[src/rtl/spi_slave_rx.sv]
// SPI mode-0 slave receiver: 16-bit command frames write 12-bit levels into an
// 8-entry channel bank; the previous valid frame is echoed on MISO.
// All SPI pins are asynchronous and oversampled on i_clk (clk >= 8x SCLK).
module spi_slave_rx #(
  parameter int unsigned FRAME_W  = 16,
  parameter int unsigned DATA_W   = 12,
  parameter int unsigned ADDR_W   = 3,
  parameter int unsigned SYNC_LEN = 2
) (
  input  logic              i_clk,
  input  logic              i_rst_n,
  input  logic              i_sclk,
  input  logic              i_mosi,
  input  logic              i_cs_n,
  output logic              o_miso,
  input  logic [ADDR_W-1:0] i_rd_addr,
  output logic [DATA_W-1:0] o_rd_data,
  output logic              o_wr_stb,
  output logic [ADDR_W-1:0] o_wr_addr,
  output logic              o_frame_err,
  output logic [7:0]        o_err_cnt
);

  localparam int unsigned Depth = 2 ** ADDR_W;
  localparam int unsigned CntW  = $clog2(FRAME_W + 2);
  localparam logic [CntW-1:0] CntFull = CntW'(FRAME_W);
  localparam logic [CntW-1:0] CntSat  = CntW'(FRAME_W + 1);

  typedef enum logic [1:0] {StIdle, StShift, StCommit, StError} state_e;

  state_e r_state, w_state_nxt;

  logic [SYNC_LEN-1:0] r_sclk_sync, r_mosi_sync, r_cs_sync;
  logic                r_sclk_d, r_cs_d;
  logic                w_sclk_s, w_mosi_s, w_cs_s;
  logic                w_sclk_rise, w_sclk_fall, w_cs_rise;

  logic [FRAME_W-1:0]  r_rx_sr, r_tx_sr, r_echo;
  logic [CntW-1:0]     r_bit_cnt;
  logic [DATA_W-1:0]   r_bank [Depth];

  logic                w_start, w_shift_en, w_commit, w_error, w_bank_we;
  logic [ADDR_W-1:0]   w_frame_addr;
  logic [DATA_W-1:0]   w_frame_data;

  assign w_sclk_s    = r_sclk_sync[SYNC_LEN-1];
  assign w_mosi_s    = r_mosi_sync[SYNC_LEN-1];
  assign w_cs_s      = r_cs_sync[SYNC_LEN-1];
  assign w_sclk_rise = w_sclk_s & ~r_sclk_d;
  assign w_sclk_fall = ~w_sclk_s & r_sclk_d;
  assign w_cs_rise   = w_cs_s & ~r_cs_d;

  assign w_frame_addr = r_rx_sr[FRAME_W-2 -: ADDR_W];
  assign w_frame_data = r_rx_sr[DATA_W-1:0];

  // Synchronize SPI pins and keep one delayed copy for edge detection.
  // cs_n resets high so a released reset never looks like a frame start.
  always_ff @(posedge i_clk or negedge i_rst_n) begin
    if (!i_rst_n) begin
      r_sclk_sync <= '0;
      r_mosi_sync <= '0;
      r_cs_sync   <= '1;
      r_sclk_d    <= 1'b0;
      r_cs_d      <= 1'b1;
    end else begin
      r_sclk_sync <= {r_sclk_sync[SYNC_LEN-2:0], i_sclk};
      r_mosi_sync <= {r_mosi_sync[SYNC_LEN-2:0], i_mosi};
      r_cs_sync   <= {r_cs_sync[SYNC_LEN-2:0], i_cs_n};
      r_sclk_d    <= w_sclk_s;
      r_cs_d      <= w_cs_s;
    end
  end

  // FSM state register.
  always_ff @(posedge i_clk or negedge i_rst_n) begin
    if (!i_rst_n) r_state <= StIdle;
    else          r_state <= w_state_nxt;
  end

  // FSM next state. IDLE checks the cs_n level so a select that fell during
  // COMMIT/ERROR is still picked up on the return to IDLE.
  always_comb begin
    w_state_nxt = r_state;
    unique case (r_state)
      StIdle:   if (!w_cs_s) w_state_nxt = StShift;
      StShift:  if (w_cs_rise) w_state_nxt = (r_bit_cnt == CntFull) ? StCommit : StError;
      StCommit: w_state_nxt = StIdle;
      StError:  w_state_nxt = StIdle;
      default:  w_state_nxt = StIdle;
    endcase
  end

  // FSM outputs. A cs rise wins over an sclk edge in the same cycle.
  always_comb begin
    w_start    = (r_state == StIdle) && !w_cs_s;
    w_shift_en = (r_state == StShift) && !w_cs_rise;
    w_commit   = (r_state == StCommit);
    w_error    = (r_state == StError);
    w_bank_we  = w_commit && r_rx_sr[FRAME_W-1];
  end

  // Shift registers, bit counter and MISO driver.
  always_ff @(posedge i_clk or negedge i_rst_n) begin
    if (!i_rst_n) begin
      r_rx_sr   <= '0;
      r_tx_sr   <= '0;
      r_bit_cnt <= '0;
      o_miso    <= 1'b0;
    end else if (w_start) begin
      r_bit_cnt <= '0;
      r_tx_sr   <= r_echo;
      o_miso    <= r_echo[FRAME_W-1];
    end else if (w_shift_en) begin
      if (w_sclk_rise) begin
        r_rx_sr <= {r_rx_sr[FRAME_W-2:0], w_mosi_s};
        if (r_bit_cnt != CntSat) r_bit_cnt <= r_bit_cnt + CntW'(1);
      end
      // Zeros shift in behind the echo, so MISO drops to 0 after bit 15.
      if (w_sclk_fall) begin
        r_tx_sr <= {r_tx_sr[FRAME_W-2:0], 1'b0};
        o_miso  <= r_tx_sr[FRAME_W-2];
      end
    end
  end

  // Commit / error bookkeeping: echo, channel bank, strobes and error count.
  always_ff @(posedge i_clk or negedge i_rst_n) begin
    if (!i_rst_n) begin
      r_echo      <= '0;
      o_wr_stb    <= 1'b0;
      o_wr_addr   <= '0;
      o_frame_err <= 1'b0;
      o_err_cnt   <= '0;
      for (int i = 0; i < Depth; i++) r_bank[i] <= '0;
    end else begin
      o_wr_stb    <= w_bank_we;
      o_frame_err <= w_error;
      if (w_commit) r_echo <= r_rx_sr;
      if (w_bank_we) begin
        r_bank[w_frame_addr] <= w_frame_data;
        o_wr_addr            <= w_frame_addr;
      end
      if (w_error && (o_err_cnt != 8'hFF)) o_err_cnt <= o_err_cnt + 8'd1;
    end
  end

  // Registered bank read port; a same-cycle write shows up one clock later.
  always_ff @(posedge i_clk or negedge i_rst_n) begin
    if (!i_rst_n) o_rd_data <= '0;
    else          o_rd_data <= r_bank[i_rd_addr];
  end

endmodule
[config.mk]
export PLATFORM = sky130hd
export DESIGN_NAME = spi_slave_rx
export DESIGN_NICKNAME = d
export VERILOG_FILES = /design/src/rtl/spi_slave_rx.sv
export SDC_FILE = /design/constraint.sdc
export NUM_CORES = 1
export LEC_CHECK = 0
export ABC_AREA = 0
export BUFFER_PORTS_ARGS = -buffer_cell sky130_fd_sc_hd__buf_2
export CAP_MARGIN = 20
export CORE_ASPECT_RATIO = 0.75
export CORE_MARGIN = 2
export CORE_UTILIZATION = 45
export DETAILED_ROUTE_END_ITERATION = 6
export HOLD_SLACK_MARGIN = 0.05
export MAX_ROUTING_LAYER = met4
export PLACE_DENSITY = 0.65
export SLEW_MARGIN = 20
export SYNTH_ARGS = -nofsm -noshare
export SYNTH_HDL_FRONTEND = slang
export SYNTH_SLANG_ARGS = --single-unit
[constraint.sdc]
create_clock -name i_clk -period 1.96 [get_ports i_clk]
set_clock_uncertainty 0.2 [all_clocks]
set_input_delay 0.392 -clock i_clk [delete_from_list [all_inputs] [get_ports i_clk]]
set_output_delay 0.392 -clock i_clk [all_outputs]
set_load 0.05 [all_outputs]
Word-level counts from Yosys, hierarchy flattened --
Cells that the tools add are included.
Word-level totals: register bits after elaboration 184, input bits 8, output and inout bits 26, word-level logic and storage cells 83
Operators by class: add/subtract/negate cells 2, order comparisons 3, eq/ne operators 8, multiplexer cells 20, bitwise operators 9, reduce and logical (&&, ||, !) cells 17
Operators by type and width (number):
- 96-bit bitwise mux | 1
- 15-bit 2-to-1 mux | 3
- 12-bit binary-select mux with 3-bit select | 1
- 12-bit demux with 3-bit select | 1
- 12-bit 2-to-1 mux | 3
- 5-bit 2-to-1 mux | 4
- 8-bit by 1-bit adder with 8-bit output (second input constant) | 1
- 4-bit greater-or-equal comparator (second input constant) | 2
- 8-bit inequality test (second input constant) | 1
- 3-bit NOT with 4-bit output | 2
- 2-bit nonzero test | 4
- 2-bit case mux with 3 select lines | 1
- 3-bit AND reduction | 2
- 5-bit by 1-bit adder with 5-bit output (second input constant) | 1
- 5-bit == test (second input constant) | 1
- 1-bit logical AND | 5
- 5-bit inequality test (second input constant) | 1
- 2-bit == test (second input constant) | 2
- 4-bit by 1-bit less-than comparator with 1-bit output (second input constant) | 1
- 1-bit 2-to-1 mux | 4
- 2-bit 2-to-1 mux | 2
- 2-bit inequality test (second input constant) | 2
- 1-bit NOT | 4
- 2-bit AND reduction | 2
- other kinds (5) | 8

Logic depth before layout (Yosys ltp) --
Gate-level depths: netlist (run 1).
depth in word-level cells 6, gate-level depth with buffers 6

Worst setup path before layout (run 1) --
Ideal clock, no wire load.
kind input port to flip-flop, start input port i_rd_addr[0], end register o_rd_data[10], library setup time 125 ps, data arrival time 1787 ps, data required time 1635 ps, slack -152 ps, stages on the path 4, path buffers 2, path through clkbuf_1 > buf_2 > mux4_2 > mux2_2
Between the ends: cells in the longest elaborated chain, start to end 4
Ends and longest elaborated chain:
- start, declared | line 16 | input logic [ADDR_W-1:0] i_rd_addr,
- 3-bit NOT with 4-bit output (not written as such) | line 150 | else o_rd_data <= r_bank[i_rd_addr];
- 12-bit binary-select mux with 3-bit select | line 150
- 12-bit 2-to-1 mux (not written as such) (2 in series) | line 150
- end signal, assigned | line 150
- end, declared | line 17 | output logic [DATA_W-1:0] o_rd_data,
Every way passes these cells. The select of a mux whose other input is x is not followed. A chain may end at the register's enable or synchronous reset.

Worst setup path in the final report (run 1) --
start register r_rx_sr[12], end register r_bank[88] (netlist name)
Between the ends: cells in the longest elaborated chain, start to end 6, elaborated cells on any way between the ends 7
Ends and longest elaborated chain:
- start, declared | line 38 | logic [FRAME_W-1:0] r_rx_sr, r_tx_sr, r_echo;
- start signal, assigned | line 115 | r_rx_sr <= {r_rx_sr[FRAME_W-2:0], w_mosi_s};
- 3-bit NOT with 4-bit output (not written as such) * | line 140 | r_bank[w_frame_addr] <= w_frame_data;
- 4-bit greater-or-equal comparator (not written as such) or 4-bit by 1-bit less-than comparator with 1-bit output (tied branches) | line 140
- 1-bit logical AND (not written as such) | line 140
- 12-bit 2-to-1 mux (not written as such) | line 140
- 12-bit demux with 3-bit select * | line 140
- 96-bit bitwise mux * | line 140
- end signal, assigned by index | line 140
- end, declared | line 40 | logic [DATA_W-1:0] r_bank [Depth];
Every way passes the cells marked *; elsewhere a longest branch is shown, timed or not.

==> run summary, run 1 <==
The flow ran to the end, and the final reports show no timing, DRC or antenna violations. The count of endpoints failing hold in the final timing report is 0. Count of endpoints failing setup in the final report: 0.

For this run, the number of Yosys warnings is 0. The setup slack of the worst register-to-register path is 40 ps. Using the TritonRoute via totals, the vias-per-cell ratio works out to 5.37.

The run gives 0.00447 uW as the static leakage power. In this run the worst path has a maximum fanout of 12. The number of cells on the worst reg-to-reg path is 3.

The most critical setup path has its endpoint at r_bank[88]. The routability-driven placement congestion ratio came out at 0.768. The clock network burns 37.6% of the power. The sum of overflow across all layers after global routing is 0. Detailed placement finished with a half-perimeter wire length of 9820 um. At the later pin of the worst-skew pair, clock insertion delay measures 430 ps. The die covers 18400 sq um.

Dividing the final minimum period by the clock period gives 98.1%. The number of nets in the synthesized netlist is 559. Entering global routing, the biggest net connects 53 pins. Counting the buffers created by CTS gives 17.

The initialized floorplan defines 41 standard-cell rows. After detailed routing, the total wire length is 15300 um. The first-pass GRT wire length was 25600 um. The transition at the pin with the smallest max-transition slack came out at 539 ps.

The async set or reset register ratio after synthesis was 100%. The fraction of layout instances using a drive strength above 1 is 43.0%, and the total of flip-flops plus latches after synthesis is 184. In the routed design, unresolved DRC markers number 0. The number of optimization iterations in the first detailed-route pass came out at 5. The critical path starts at r_rx_sr[12].

The worst register-to-register path begins at r_rx_sr[12]. At the worst endpoint, the required time is 2070 ps. The clock drives 184 sinks.

The max-slew violation total from the final report was 0; the sequential share of power was 50.4%. The run gives 520 MHz as the top achievable clock speed. In this run the cell area of the synthesized design comes to 7790 sq um. Across the run, the number of max-cap violations was 0. Global routing used 18.8% of the available tracks. The design draws 9270 uW. Counting flops with a built-in enable in the synthesized netlist gives 0. The net count of the finished layout is 608. Timing analysis after detailed placement gives a worst setup slack of 55.6 ps.

The worst register-to-register path ends at r_bank[88]. Dividing the synthesized area by the synthesized cell count gives 14.2 sq um. Across the VDD grid, the largest voltage drop is 0.672 mV. The power density relative to cell area is 1020 nW/um^2, and the time the worst path needs with I/O delays and setup is 1920 ps.

The initial cell density of the core was 46.2%. Data on the critical path arrives at its endpoint at 2040 ps. The root buffer cell chosen for the clock tree is sky130_fd_sc_hd__clkbuf_16. From synthesis to final layout, the design area changed by 16.6%. The chip width came out at 156 um. The number of antenna diodes in the final layout is 0. The logs give 259 for the number of DRC markers in iteration 0 and 0 ps for the setup TNS. Net switching is 28.4% of the power.

The type of the tightest min-delay check is reg2reg. The run gives 4685 as the number of global-route vias before repair. The kind of end point of the critical path is a flop. The logs give 2 for the deepest clock path buffer count and 36.3 ps for the slack of the critical path. The count of boundary I/O pins came out at 34. Setup repair after global routing could not meet its margin everywhere. For this design the total switching power over the nets is 2630 uW. Clock-pin slew was measured on the worst setup and hold paths at 70 ps. The tools report the cell-internal power as 6640 uW. The region available for standard cell placement spans 16900 sq um. Synthesis produced 547 cells. After detailed routing, the average wire length per cell comes to 18.6 um. In the synthesized netlist the dominant register cell turns out to be sky130_fd_sc_hd__dfrtp_1. The synthesized netlist contains 39 unique library cells.

Worst-case headroom to the max-slew limit: 64.1%. The number of levels the H-tree was split into was 4. The total vias in the final route was 4428; the number of port buffers was 33. TritonCTS built the clock tree. The path type of the worst setup path is reg2reg. The post-route antenna net violation count was 0.

The portion of total power attributed to combinational logic came out at 12.0%. The register area share after synthesis is 59.1%, and the y dimension of the die is 118 um. For the number of antenna violations at the first check in global routing, the log shows 0. Critical path launch point type: a flop.
cells by family after synthesis:
logic type	Yosys count	share of synthesized area [%]
flip-flops	184	59.1
multiplexers	169	28.1
AND/OR/NAND/NOR	116	7.15
buffers and inverters	44	2.65
AO/OA/AOI/OAI	24	1.65
XOR/XNOR	6	0.674
adder cells (fa/ha/maj)	4	0.642
state kept, by name, indices dropped and copies added (netlist names), 3 cells and up:
signal,count
o_rd_data,12
r_bank,96
o_err_cnt,8
r_echo,16
r_tx_sr,15
o_wr_addr,3
r_bit_cnt,5
r_rx_sr,16
area by class of cell:
cell class / count / area, sq um
Tap cell: 215 / 269
Multi-Input combinational cell: 319 / 3010
Fill cell: 1369 / 7790
Timing Repair Buffer: 69 / 581
Clock buffer: 17 / 425
Inverter: 5 / 18.8
Sequential cell: 184 / 4610
Clock inverter: 15 / 176
how the worst min path moves through the flow:
stage              startpoint              to  slack (ps)  cells past startpoint
6_report       r_mosi_sync[0]  r_mosi_sync[1]         150                      0
5_1_grt        r_mosi_sync[0]  r_mosi_sync[1]         160                      0
4_1_cts        r_mosi_sync[0]  r_mosi_sync[1]         150                      0
3_5_place_dp   r_mosi_sync[0]  r_mosi_sync[1]         140                      0
3_3_place_gp   r_mosi_sync[0]  r_mosi_sync[1]         140                      0
2_1_floorplan         i_rst_n    o_err_cnt[0]        -100                      0
cells in the final DEF, fill, tap and decap left out, drive strengths merged, types with 2 or more instances in the layout:
master	count
dfrtp	181
mux2	128
buf	65
nand2	57
mux4	24
nor2	24
a21oi	18
mux2i	17
clkbuf	17
nand3	9
inv	8
clkinv	6
nand2b	5
xor2	4
ha	4
dlygate4sd3	4
o21ai	3
bufinv	3
clkinvlp	3
dfstp	3
nor3	3
nor4	3
nor2b	2
nand4bb	2
nand4	2
o21a	2
xnor2	2
stage by stage:
step	hold slack (ps)	cells	instance area [sq um]	utilization [%]
3_3_place_gp	135	788	8440	50.0
4_1_cts	151	824	9080	53.8
6_report	147	824	9090	53.8
3_5_place_dp	136	788	8440	50.0
2_1_floorplan	-104	547	7820	-
5_1_grt	156	824	9090	53.8
routing by layer:
layer  global-route usage (%)  share of wire (%)  up-vias
met5                        -                  0        -
met4                     5.85                1.2        0
met3                     3.83                2.4       13
met2                     27.4                 46       44
met1                     26.9                 50     2336
li1                         -                  -     2035
power groups by stage:
| stage | Clock, uW | Combinational [uW] | Sequential, uW |
|---|---|---|---|
| 3_3_place_gp | 0 | 1080 | 4700 |
| 5_1_grt | 3750 | 1250 | 4740 |
| 4_1_cts | 3570 | 1130 | 4660 |
| 2_1_floorplan | 0 | 749 | 4650 |
| 3_5_place_dp | 0 | 1120 | 4720 |
| 6_report | 3490 | 1110 | 4670 |
worst max-delay path, cell delays in order (launching register included):
cell and delay [ps]:
sky130_fd_sc_hd__dfrtp_1 370, sky130_fd_sc_hd__nand2b_1 200, sky130_fd_sc_hd__or4_4 680, sky130_fd_sc_hd__mux2_4 350
timing repair:
action,4_1_cts,5_1_grt
hold endpoints to repair,48,0
gates resized for setup,0,3
hold buffers,4,0
setup endpoints to repair,0,10
setup buffers,0,0
Yosys cell counts (all sizes together), types with 4 or more instances:
cell	number	area, sq um
dfrtp	181	4530
mux2i	17	170
buf	15	97.6
inv	5	18.8
nor2	24	90.1
mux2	128	1480
xor2	4	35.0
nand2	57	214
a21oi	18	90.1
nand3	9	45.0
clkbuf	24	90.1
nand2b	5	31.3
ha	4	50.1
mux4	24	541
(Power assumes the default switching activity.)
==> run 2: changes to the inputs <==
Settings changed: PLACE_DENSITY 0.65 to 0.62.
Clock period 1.96 ns to 1.9 ns, I/O delays scaled along.
==> run summary, run 2 (synthesis results as in run 1) <==
The run gives 4523 as the total vias in the final route. The worst hold path was traced through 0 stages. Entering global routing, the biggest net connects 66 pins.

The critical path buffer and inverter count is 1, and the logic depth of the worst register-to-register path is 5. Net switching is 27.3% of the power. Power spread over the standard cell area amounts to 1030 nW/um^2. At the worst endpoint, the required time is 2010 ps. In this run the most critical hold path is launched from r_sclk_sync[0]. The register with the most flip-flops in the layout has 96 of them. The final reports fail on setup timing.

For this run, the total global-route usage over all layers was measured as 18.7%. The first global-routing pass estimated 25600 um of wire. Measured along the y axis, the die boundary spans 118 um. The final layout contains routed wiring with a total length of 16300 um. STA puts the critical path data arrival time at 2020 ps. The chip width works out to 156 um. The first detailed-routing pass ran for 5 iterations.

34 I/O pins were placed. Counting the fill cells in the layout gives 1354. The tightest min-delay check is of the reg2reg type. The worst-case IR drop observed on VDD is 0.420 mV. The cell with the largest stage delay on the worst path is sky130_fd_sc_hd__or3_4. For the portion of total power attributed to combinational logic, the log shows 12.3%.

In this run the critical register-to-register path is captured at r_bank[65]. The run gives 69.1% as the worst-case headroom to the max-slew limit. The signal on the critical path passes through buf_4 -> nor2b_4 -> nand2_4 -> or3_4 -> mux2_2. The logs give 0 for the max-capacitance violation count and 16900 sq um for the placeable core area. The fraction of layout instances using a drive strength above 1 works out to 45.8%. The library cell used most frequently in the layout, excluding fill and tap cells, is sky130_fd_sc_hd__dfrtp_1. The clock drives 184 sinks. Counting along the longest clock path gives a buffer depth of 2. The first routing iteration left 302 violations. The net total in the final layout came out at 619. The HPWL after detailed placement came out at 9740 um.

The logs give 46.2% for the initial cell density of the core and 0 for the number of antenna repair diodes. The number of global-route vias before repair was 4679; the cell-internal power was 7090 uW. The critical path launch point type was a flop. The detail-routed net length per standard cell was 19.5 um.

The master cell of the clock root buffer was sky130_fd_sc_hd__clkbuf_16. In this design, the stage delay of the slowest critical-path cell is 460 ps. The sequential share of power came out at 49.4%. For the pin with the worst max-slew slack, the measured transition is 464 ps. Buffers placed on the I/O ports in this run total 33.

The post-route antenna net violation count came out at 0. The die covers 18400 sq um. The static leakage power was 0.00463 uW; the time the worst path needs with I/O delays and setup was 1910 ps. TritonCTS built the clock tree. The path with the worst hold slack has its endpoint at r_sclk_sync[1]. The logs give 0 for the count of endpoints failing hold in the final timing report and 38.3% for the clock network fraction of total power. After clock tree synthesis, the clock-pin slew on the worst setup and hold paths is 60 ps. The tools report the top achievable clock speed as 523 MHz. Setup repair after global routing could not meet its margin everywhere. The post-placement worst setup slack is -57.9 ps.

In the layout the commonest cells are sky130_fd_sc_hd__dfrtp_1, sky130_fd_sc_hd__mux2_2, sky130_fd_sc_hd__nand2_1. Row count: 41. The worst register-to-register path begins at r_state[0]. After detailed routing, the number of vias per cell comes to 5.42. The run gives 17 as the total CTS buffers. The flow ran to the end, but the final reports show violations.

The H-tree was split into 4 levels. The top register by number of flip-flops is r_bank. The sum of overflow across all layers after global routing was 0; the synthesis-to-finish area growth was 21.2%. In the final layout, the registers with the most flip-flops are r_bank (96), r_echo (16), r_rx_sr (16). Cells fill 56.0% of the core in the end. The critical-path maximum fanout is 6. The slack of the critical path came out at -12.7 ps.

The tools report the post-detailed-route DRC marker count as 0. Hold timing on the final database bottoms out at a slack of 152 ps. The path type of the worst setup path is reg2reg. The cell family contributing the most delay on the critical path is simple AND/OR/NAND/NOR gates.

In the final timing run, aggregate negative setup slack is -74.0 ps. The max-slew violation total from the final report is 0. The worst setup path is captured at a flop. At the later pin of the worst-skew pair, clock insertion delay measures 420 ps. After layout, the worst path uses 101% of the clock period. The number of antenna violations at the first check in global routing came out at 0. The worst register-to-register path has a setup slack of -10 ps. The reported net switching power was 2670 uW; the routability-driven placement congestion ratio was 0.756. The count of endpoints failing setup in the final report is 13.
[run 2: cell types whose count changed in the layout (fill, tap and decap cells not counted), moves of 3 or more]
| cell | previous run | this run |
|---|---|---|
| sky130_fd_sc_hd__mux2_2 | 116 | 102 |
| sky130_fd_sc_hd__dfrtp_2 | 2 | 5 |
| sky130_fd_sc_hd__mux2_4 | 10 | 26 |
| sky130_fd_sc_hd__buf_6 | 2 | 5 |
| sky130_fd_sc_hd__nand2_1 | 57 | 54 |
| sky130_fd_sc_hd__dfrtp_1 | 179 | 176 |
| sky130_fd_sc_hd__buf_12 | 10 | 13 |
[run 2: how the worst max path moves through the flow]
stage	startpoint	slack [ps]	end	cells past startpoint
2_1_floorplan	r_state[0]	-30	r_bank[41]	4
4_1_cts	r_state[0]	-30	r_bank[41]	4
3_3_place_gp	r_state[0]	-30	r_bank[41]	4
3_5_place_dp	r_state[0]	-60	r_bank[41]	4
5_1_grt	r_state[0]	-60	r_bank[17]	6
6_report	r_state[0]	-10	r_bank[65]	5
[run 2: stage by stage]
stage               instance area [sq um]  total power [uW]  std cells
floorplan                            7830              5570        547
global route                         9450             10200        835
finish                               9450              9750        835
detailed placement                   8450              6050        785
CTS                                  9220              9830        826
global placement                     8450              5970        785
[run 2: final cells by class]
| class | count | area [sq um] | share of cell area [%] |
|---|---|---|---|
| well taps | 215 | 269 | 2.85 |
| clock inverters | 12 | 173 | 1.83 |
| clock buffers | 20 | 457 | 4.83 |
| flip-flops and latches | 184 | 4610 | 48.8 |
| repair buffers | 79 | 767 | 8.12 |
| multi-input cells | 320 | 3150 | 33.3 |
| inverters | 5 | 18.8 | 0.199 |
[run 2: power groups by stage]
stage / logic, uW / registers, uW / clock network (uW)
finish: 1200 / 4820 / 3730
CTS: 1190 / 4810 / 3820
floorplan: 772 / 4800 / 0
detailed placement: 1170 / 4880 / 0
global route: 1330 / 4890 / 4010
global placement: 1120 / 4850 / 0
[run 2: repair_timing]
item                                    4_1_cts  5_1_grt
resized for setup                            10       35
endpoints found under the setup margin       58      105
pin swaps                                     0        8
gates cloned                                  1        4
buffers inserted                              4        5
endpoints found under the hold margin       187        0
hold buffers                                  4        0
[run 2: metal layers]
metal  routed length, um  GRT usage (%)  vias to the layer above
met4                 208           6.59                        0
met2                7590           26.7                       70
met1                7900           26.9                     2395
met5                   0              -                        -
met3                 548           3.57                       19
li1                    -              -                     2039
